$ cat src/rtl/mem_stage_if.sv
// mem_stage_if: execute-to-memory-stage handshake, control and result bundle.
interface mem_stage_if #(
  parameter int DATA_W = 8,
  parameter int ADDR_W = 8
);
  logic              in_valid, in_ready;
  logic              Wr, Wm, Rm, Neq, J, JC, zeroOut;
  logic [ADDR_W-1:0] PC, RegVal, branch_pc;
  logic [DATA_W-1:0] acOutValue, data_out;
  logic              saidaA, Wr_MEM, Rm_MEM, out_valid;
  modport master (
    output in_valid, Wr, Wm, Rm, Neq, J, JC, zeroOut, PC, RegVal, acOutValue,
    input  in_ready, data_out, saidaA, branch_pc, Wr_MEM, Rm_MEM, out_valid
  );
  modport slave (
    input  in_valid, Wr, Wm, Rm, Neq, J, JC, zeroOut, PC, RegVal, acOutValue,
    output in_ready, data_out, saidaA, branch_pc, Wr_MEM, Rm_MEM, out_valid
  );
endinterface

$ cat src/rtl/mem_stage_param.sv
// mem_stage_param: pipeline memory stage with data RAM, configurable wait states,
// branch resolution and write-back control forwarding.
module mem_stage_param #(
  parameter int DATA_W      = 8,
  parameter int ADDR_W      = 8,
  parameter int DEPTH       = 256,
  parameter int WAIT_CYCLES = 0
) (
  input logic       clock,
  input logic       reset_n,
  mem_stage_if.slave bus
);
  localparam int         AW       = DEPTH > 1 ? $clog2(DEPTH) : 1;
  localparam logic [3:0] CNT_INIT = 4'(WAIT_CYCLES > 0 ? WAIT_CYCLES - 1 : 0);
  typedef enum logic {IDLE, BUSY} state_t;
  state_t            state;
  logic [3:0]        cnt;
  logic              l_wr, l_wm, l_rm, l_taken;
  logic [ADDR_W-1:0] l_pc, l_addr;
  logic [DATA_W-1:0] l_data;
  logic [DATA_W-1:0] ram [DEPTH];
  logic              busy, accept, go_busy, done, taken_in;
  logic              c_wr, c_wm, c_rm, c_taken, eff_rm, in_range;
  logic [ADDR_W-1:0] c_pc, c_addr;
  logic [DATA_W-1:0] c_data, rdata;
  logic [AW-1:0]     idx;
  assign busy         = state == BUSY;
  assign bus.in_ready = !busy;
  assign accept       = bus.in_valid && !busy;
  assign go_busy      = accept && (bus.Wm || bus.Rm) && WAIT_CYCLES > 0;
  assign done         = (accept && !go_busy) || (busy && cnt == 4'd0);
  assign taken_in     = bus.J | (bus.JC & (bus.zeroOut ^ bus.Neq));
  // Completing instruction: latched copy while waiting, live inputs on a same-edge completion.
  always_comb begin
    c_wr     = busy ? l_wr    : bus.Wr;
    c_wm     = busy ? l_wm    : bus.Wm;
    c_rm     = busy ? l_rm    : bus.Rm;
    c_taken  = busy ? l_taken : taken_in;
    c_pc     = busy ? l_pc    : bus.PC;
    c_addr   = busy ? l_addr  : bus.RegVal;
    c_data   = busy ? l_data  : bus.acOutValue;
    eff_rm   = c_rm & ~c_wm;
    in_range = 32'(c_addr) < DEPTH;
    idx      = c_addr[AW-1:0];
    rdata    = in_range ? ram[idx] : '0;
  end
  always_ff @(posedge clock)
    if (done && reset_n && c_wm && in_range) ram[idx] <= c_data;
  always_ff @(posedge clock or negedge reset_n) begin
    if (!reset_n) begin
      state         <= IDLE;
      cnt           <= '0;
      {l_wr, l_wm, l_rm, l_taken} <= '0;
      l_pc          <= '0;
      l_addr        <= '0;
      l_data        <= '0;
      bus.data_out  <= '0;
      bus.saidaA    <= 1'b0;
      bus.branch_pc <= '0;
      bus.Wr_MEM    <= 1'b0;
      bus.Rm_MEM    <= 1'b0;
      bus.out_valid <= 1'b0;
    end else begin
      bus.out_valid <= done;
      if (done) begin
        bus.data_out  <= eff_rm ? rdata : c_data;
        bus.saidaA    <= c_taken;
        bus.branch_pc <= c_pc;
        bus.Wr_MEM    <= c_wr;
        bus.Rm_MEM    <= eff_rm;
      end
      if (accept) begin
        {l_wr, l_wm, l_rm, l_taken} <= {bus.Wr, bus.Wm, bus.Rm, taken_in};
        l_pc   <= bus.PC;
        l_addr <= bus.RegVal;
        l_data <= bus.acOutValue;
      end
      if (go_busy) begin
        state <= BUSY;
        cnt   <= CNT_INIT;
      end else if (busy) begin
        state <= cnt == 4'd0 ? IDLE : BUSY;
        cnt   <= cnt == 4'd0 ? 4'd0 : cnt - 4'd1;
      end
    end
  end
endmodule

$ cat src/flat_wrapper.sv
// flat-port wrapper written by rule: the top's interface ports become plain ports
module mem_stage_param_flat 
#(
  parameter int DATA_W      = 8,
  parameter int ADDR_W      = 8,
  parameter int DEPTH       = 256,
  parameter int WAIT_CYCLES = 0
)
  (clock, reset_n, bus_in_valid, bus_Wr, bus_Wm, bus_Rm, bus_Neq, bus_J, bus_JC, bus_zeroOut, bus_PC, bus_RegVal, bus_acOutValue, bus_in_ready, bus_data_out, bus_saidaA, bus_branch_pc, bus_Wr_MEM, bus_Rm_MEM, bus_out_valid);
  mem_stage_if #(.DATA_W(DATA_W), .ADDR_W(ADDR_W)) bus_i ();
  input logic clock;
  input logic reset_n;
  input wire logic [$bits(bus_i.in_valid)-1:0] bus_in_valid;
  input wire logic [$bits(bus_i.Wr)-1:0] bus_Wr;
  input wire logic [$bits(bus_i.Wm)-1:0] bus_Wm;
  input wire logic [$bits(bus_i.Rm)-1:0] bus_Rm;
  input wire logic [$bits(bus_i.Neq)-1:0] bus_Neq;
  input wire logic [$bits(bus_i.J)-1:0] bus_J;
  input wire logic [$bits(bus_i.JC)-1:0] bus_JC;
  input wire logic [$bits(bus_i.zeroOut)-1:0] bus_zeroOut;
  input wire logic [$bits(bus_i.PC)-1:0] bus_PC;
  input wire logic [$bits(bus_i.RegVal)-1:0] bus_RegVal;
  input wire logic [$bits(bus_i.acOutValue)-1:0] bus_acOutValue;
  output wire logic [$bits(bus_i.in_ready)-1:0] bus_in_ready;
  output wire logic [$bits(bus_i.data_out)-1:0] bus_data_out;
  output wire logic [$bits(bus_i.saidaA)-1:0] bus_saidaA;
  output wire logic [$bits(bus_i.branch_pc)-1:0] bus_branch_pc;
  output wire logic [$bits(bus_i.Wr_MEM)-1:0] bus_Wr_MEM;
  output wire logic [$bits(bus_i.Rm_MEM)-1:0] bus_Rm_MEM;
  output wire logic [$bits(bus_i.out_valid)-1:0] bus_out_valid;
  assign bus_i.in_valid = bus_in_valid;
  assign bus_i.Wr = bus_Wr;
  assign bus_i.Wm = bus_Wm;
  assign bus_i.Rm = bus_Rm;
  assign bus_i.Neq = bus_Neq;
  assign bus_i.J = bus_J;
  assign bus_i.JC = bus_JC;
  assign bus_i.zeroOut = bus_zeroOut;
  assign bus_i.PC = bus_PC;
  assign bus_i.RegVal = bus_RegVal;
  assign bus_i.acOutValue = bus_acOutValue;
  assign bus_in_ready = bus_i.in_ready;
  assign bus_data_out = bus_i.data_out;
  assign bus_saidaA = bus_i.saidaA;
  assign bus_branch_pc = bus_i.branch_pc;
  assign bus_Wr_MEM = bus_i.Wr_MEM;
  assign bus_Rm_MEM = bus_i.Rm_MEM;
  assign bus_out_valid = bus_i.out_valid;
  mem_stage_param #(.DATA_W(DATA_W), .ADDR_W(ADDR_W), .DEPTH(DEPTH), .WAIT_CYCLES(WAIT_CYCLES)) u_core (.clock(clock), .reset_n(reset_n), .bus(bus_i));
endmodule
$ cat config.mk
export PLATFORM = sky130hd
export DESIGN_NAME = mem_stage_param_flat
export DESIGN_NICKNAME = d
export VERILOG_FILES = /design/src/rtl/mem_stage_if.sv /design/src/rtl/mem_stage_param.sv /design/src/flat_wrapper.sv
export SDC_FILE = /design/constraint.sdc
export NUM_CORES = 2
export LEC_CHECK = 0
export ABC_AREA = 1
export CORE_MARGIN = 10
export CORE_UTILIZATION = 45
export DETAILED_ROUTE_END_ITERATION = 7
export MAX_ROUTING_LAYER = met4
export PLACE_DENSITY = 0.71
export SLEW_MARGIN = 15
export SYNTH_ARGS = -nofsm -noshare
export SYNTH_HDL_FRONTEND = slang
export SYNTH_SLANG_ARGS = --single-unit
$ cat constraint.sdc
create_clock -name clock -period 5.01 [get_ports clock]
set_input_delay 0.7515 -clock clock [delete_from_list [all_inputs] [get_ports clock]]
set_output_delay 0.7515 -clock clock [all_outputs]
set_load 0.005 [all_outputs]
======== After elaboration in Yosys (flattened, before gate mapping) ========
Memories as Yosys holds them, arrays and structs flattened.
Cells that the tools add are included.
storage, ports and cells
  bits in registers ....................... 53
  bits in writable memories ............... 2048
  bits of input ports ..................... 34
  logic and storage cells ................. 42
  memories ................................ 1
operators by class
  $add $sub $neg .......................... 1
  muxes and demuxes ....................... 13
  bitwise operators ....................... 5
  reductions and logical operators ........ 7
memories
  memory      words  width  rd ports  clocked after memory_dff  write ports  line                   source
  u_core.ram  256    8      1         0                         1            mem_stage_param.sv:21  logic [DATA_W-1:0] ram [DEPTH];
operator list
  kind                                               count
  2-to-1 mux 8 bit                                   4
  2-to-1 mux 1 bit                                   8
  logical AND 1 bit                                  4
  zero test 4 bit                                    1
  2-to-1 mux 4 bit                                   1
  subtractor 4 x 1 -> 4 bit (second input constant)  1
  bitwise AND 1 bit                                  2
  zero test 1 bit                                    1
  logical OR 1 bit                                   1
  NOT 1 bit                                          1
  bitwise OR 1 bit                                   1
  bitwise XOR 1 bit                                  1

======== Longest topological paths before layout ========
  depth in word-level cells ............... 7
  depth in mapped cells ................... 21
  gate-level depth less buffers ........... 17

======== Least setup slack after synthesis ========
OpenSTA, ideal clock, no wires.
  kind .................................... reg2reg
  from .................................... register u_core.state (netlist: u_core.busy)
  to ...................................... memory u_core.ram[0][0], data pin
  arrival ................................. 3.924 ns
  data required time ...................... 4.236 ns
  path slack .............................. 0.312 ns
  stages on the path, launching flop included .. 6
  path buffers ............................ 3
  cells stage by stage .................... dfrtp_1 -> buf_4 -> buf_6 -> clkbuf_1 -> mux2i_1 -> inv_1
between the ends
  word-level cells in the longest chain between the ends .. 1
ends and longest elaborated chain
  element                   line                   source
  start: declaration        mem_stage_param.sv:16  state_t state;
  start signal: assignment  mem_stage_param.sv:82  state <= cnt == 4'd0 ? IDLE : BUSY;
  2-to-1 mux 8 bit          mem_stage_param.sv:41  c_data = busy ? l_data : bus.acOutValue;
  via u_core.c_data[0]      mem_stage_param.sv:25  logic [DATA_W-1:0] c_data, rdata;
  end: declaration          mem_stage_param.sv:21
The timed path passes the listed nets, and every way through them passes these cells.

======== Worst setup path after layout ========
  from .................................... register u_core.state (netlist: u_core.busy)
  to ...................................... register u_core.bus.data_out[3]
between the ends
  word-level cells in the longest chain between the ends .. 4
ends and longest elaborated chain
  element                                                       line                   source
  branches (longest 4 deep; another with memory (256 x 8 bit))  n/a
  end signal: assignment                                        mem_stage_param.sv:66  bus.data_out <= eff_rm ? rdata : c_data;
  end: declaration                                              mem_stage_if.sv:17     output in_ready, data_out, saidaA, branch_pc, Wr_MEM, Rm_MEM, out_valid
Several ways; the timed one is not identified.
A chain may end at the register's enable or synchronous reset.

==> out/metrics.cfg <==
[synthesis]
synthDistinctLibCells = 30
avgSynthCellArea_um2 = 10.3
ys_warn_count = 0
syn_nets = 8609
syn_inst = 8575
ys_seq_area_frac = 0.713
syn_area_mm2 = 0.0881
synth_seq_cells = 2101

[floorplanning]
core-area_mm2 = 0.195
num_io_pins = 55
die_x_um = 463
start_util = 0.452
dieArea_mm2 = 0.214
row_count = 162
fp.dieH_um = 463

[grt]
antenna_found_initial = 10
grt_max_degree = 146
grt_pass1_wl_um = 362000
grt_pass1_vias = 59284
overflow = 0
grtUsageTotal = 0.224

[clock_tree]
postCtsSetupBuffers = 0
cts_tree = done
h-tree-depth = 4
clkSinkCount = 2101
cts_buffer_depth = 3
clkTransAtPathRegs_ns = 0.06
cts_resized = 0
holdBufCountCts = 0
cts-root-buf = clkbuf_16
clkLatencyLatePin_ns = 0.86
cts_buffers = 197

[placement]
globalplace.congestion = 0.946
pre_cts_ws_ns = 0.533
io_buffers = 54
hpwlAfterDp_um = 138000

[critical_path]
cp-end-kind = flop
required_ns = 5.74
crit_path_max_fanout = 47
startpoint_type = flop
cp.arrival_ns = 4.92
path_class = flop to flop

[sta]
worst_slack_ns = 0.816
post-route-min-period_ns = 4.19
worstMarginPinSlew_ns = 1.10
relSlewSlack = 0.266
setup_violations = 0
fin_tns_setup_ns = 0
fin_skew_ns = 0.0376
rsz0062_at_grt = no
timing.fmax_mhz = 238
final_max_slew_viol_count = 0
fin_crit_sh = 0.837
hold_viol = 0

[layout]
drive_above_1_share = 0.0694
final_nets = 8689
multi_input_area_mm2 = 0.0232
fillers = 16647
seqCellArea_mm2 = 0.0628
syn2layout_area_growth_pct = 12.5

[route]
wl_per_cell_um = 21.0
dr.pass1.iters = 7
num_vias = 61336
via_per_inst = 5.36
drc_errors = 0
ant_nets = 0
wl_um = 241000
drt_iter0_markers = 7531

[job]
cap_violations = 0

[pwr]
finalPower_w = 0.0366
switching_share = 0.227
ir_drop_uv = 388
p_switching_w = 0.00834
p_leak_nw = 39.8
clkPwrFrac = 0.409
combPwrFrac = 0.063
pwr-share-seq = 0.528
p_per_area_mw_per_mm2 = 370
p_int_w = 0.0283

[status]
status = finished clean

[hold_path]
hold_class = input port to asynchronous set/reset pin

final timing paths:
| kind | from | to | slack (ns) | cells after the start |
|---|---|---|---|---|
| max | u_core.busy | u_core.bus.data_out[3] | 0.82 | 20 |
| min | reset_n | u_core.l_taken | 0.09 | 2 |
| max reg2reg | u_core.busy | u_core.bus.data_out[3] | 0.82 | 20 |
| min reg2reg | u_core.l_pc[2] | u_core.l_pc[2] | 0.48 | 2 |
| max in group asynchronous | reset_n | u_core.bus.data_out[3] | 4.41 | 2 |
| min in group clock | bus_RegVal[5] | u_core.l_addr[5] | 0.47 | 3 |
cells in the mapped netlist (all sizes together):
cell / number / area [um2]
nand2: 5008 / 18800
edfxtp: 2048 / 61500
nor2: 602 / 2270
nand3: 298 / 1490
buf: 285 / 1410
clkbuf: 167 / 627
dfrtp: 53 / 1330
inv: 34 / 130
o21ai: 30 / 165
a31oi: 10 / 62.6
a22oi: 8 / 60.1
mux2i: 8 / 80.1
o21bai: 8 / 60.1
or2: 7 / 43.8
nor3: 5 / 40.0
a21oi: 3 / 15.0
o21a: 1 / 7.51
routing by layer:
layer / wire length [um] / track usage / up-vias
met4: 10500 / 0.0938 / 0
met5: 0 / - / -
met1: 94000 / 0.290 / 29391
met3: 26000 / 0.0457 / 528
li1: - / - / 28153
met2: 110000 / 0.346 / 3264
power groups by stage:
stage / Combinational, W / Sequential [W] / Clock, W
after detailed placement: 0.00225 / 0.0197 / 0
after floorplan: 0.00130 / 0.0198 / 0
final: 0.00231 / 0.0194 / 0.0150
after global routing: 0.00250 / 0.0193 / 0.0158
after CTS: 0.00227 / 0.0194 / 0.0151
after global placement: 0.00223 / 0.0197 / 0
critical path, stage by stage, from the launching register on:
cell      delay, ns
dfrtp_1        0.73
inv_4          0.25
nand2_4        0.28
nand2_8        0.28
buf_12         0.31
buf_4          0.29
buf_4          0.24
nand2_1        0.08
nand2_1        0.07
nand2_1        0.06
nand2_1        0.07
nand2_1        0.06
nand2_1        0.09
nor2_1         0.27
nor2_1         0.12
nor2_1         0.15
nand2_1        0.12
nand2_1        0.13
nand3_1        0.11
o21bai_1       0.20
nand2_1        0.09
layout make-up:
type,count,area share
Sequential cell,2101,0.634
Multi-Input combinational cell,5988,0.234
Clock buffer,241,0.0517
Tap cell,2624,0.0331
Timing Repair Buffer,333,0.0317
Clock inverter,125,0.0130
Inverter,34,0.00192
Antenna cell,6,0.000151
through the flow:
stage | std cells | cell area (um2) | utilization | hold WS, ns
final | 11452 | 99100 | 0.509 | 0.0868
after CTS | 11446 | 99100 | 0.509 | 0.0400
after detailed placement | 11080 | 92700 | 0.476 | 0.462
after global routing | 11451 | 99100 | 0.509 | 0.113
after floorplan | 8575 | 88100 | - | 0.441
after global placement | 11080 | 92700 | 0.476 | 0.455
layout by cell type, fill, tap and decap left out, types with 22 or more instances in the layout:
cell type and instances:
buf_12 41, buf_4 238, bufinv_16 22, clkbuf_1 42, clkbuf_16 198, clkdlybuf4s50_1 53, clkinv_1 42, clkinv_2 40
dfrtp_1 53, edfxtp_1 2048, inv_1 22, nand2_1 4992, nand3_1 298, nor2_1 592, o21ai_0 23
registers in the layout, indices dropped and copies added, names as in the netlist:
register	cells
u_core.ram	2048
u_core.bus.data_out	8
u_core.bus.Rm_MEM	1
u_core.bus.saidaA	1
u_core.l_pc	8
u_core.bus.out_valid	1
u_core.l_taken	1
u_core.l_data	8
u_core.l_rm	1
u_core.busy	1
u_core.l_addr	8
u_core.bus.Wr_MEM	1
u_core.bus.branch_pc	8
u_core.l_wr	1
u_core.l_wm	1
u_core.cnt	4
kinds of logic after synthesis:
family,share of synthesized area
buffers and inverters,0.0246
flip-flops,0.713
AND/OR/NAND/NOR,0.257
multiplexers,0.000909
AO/OA/AOI/OAI,0.00420
Power figures use the tool's default switching activity.
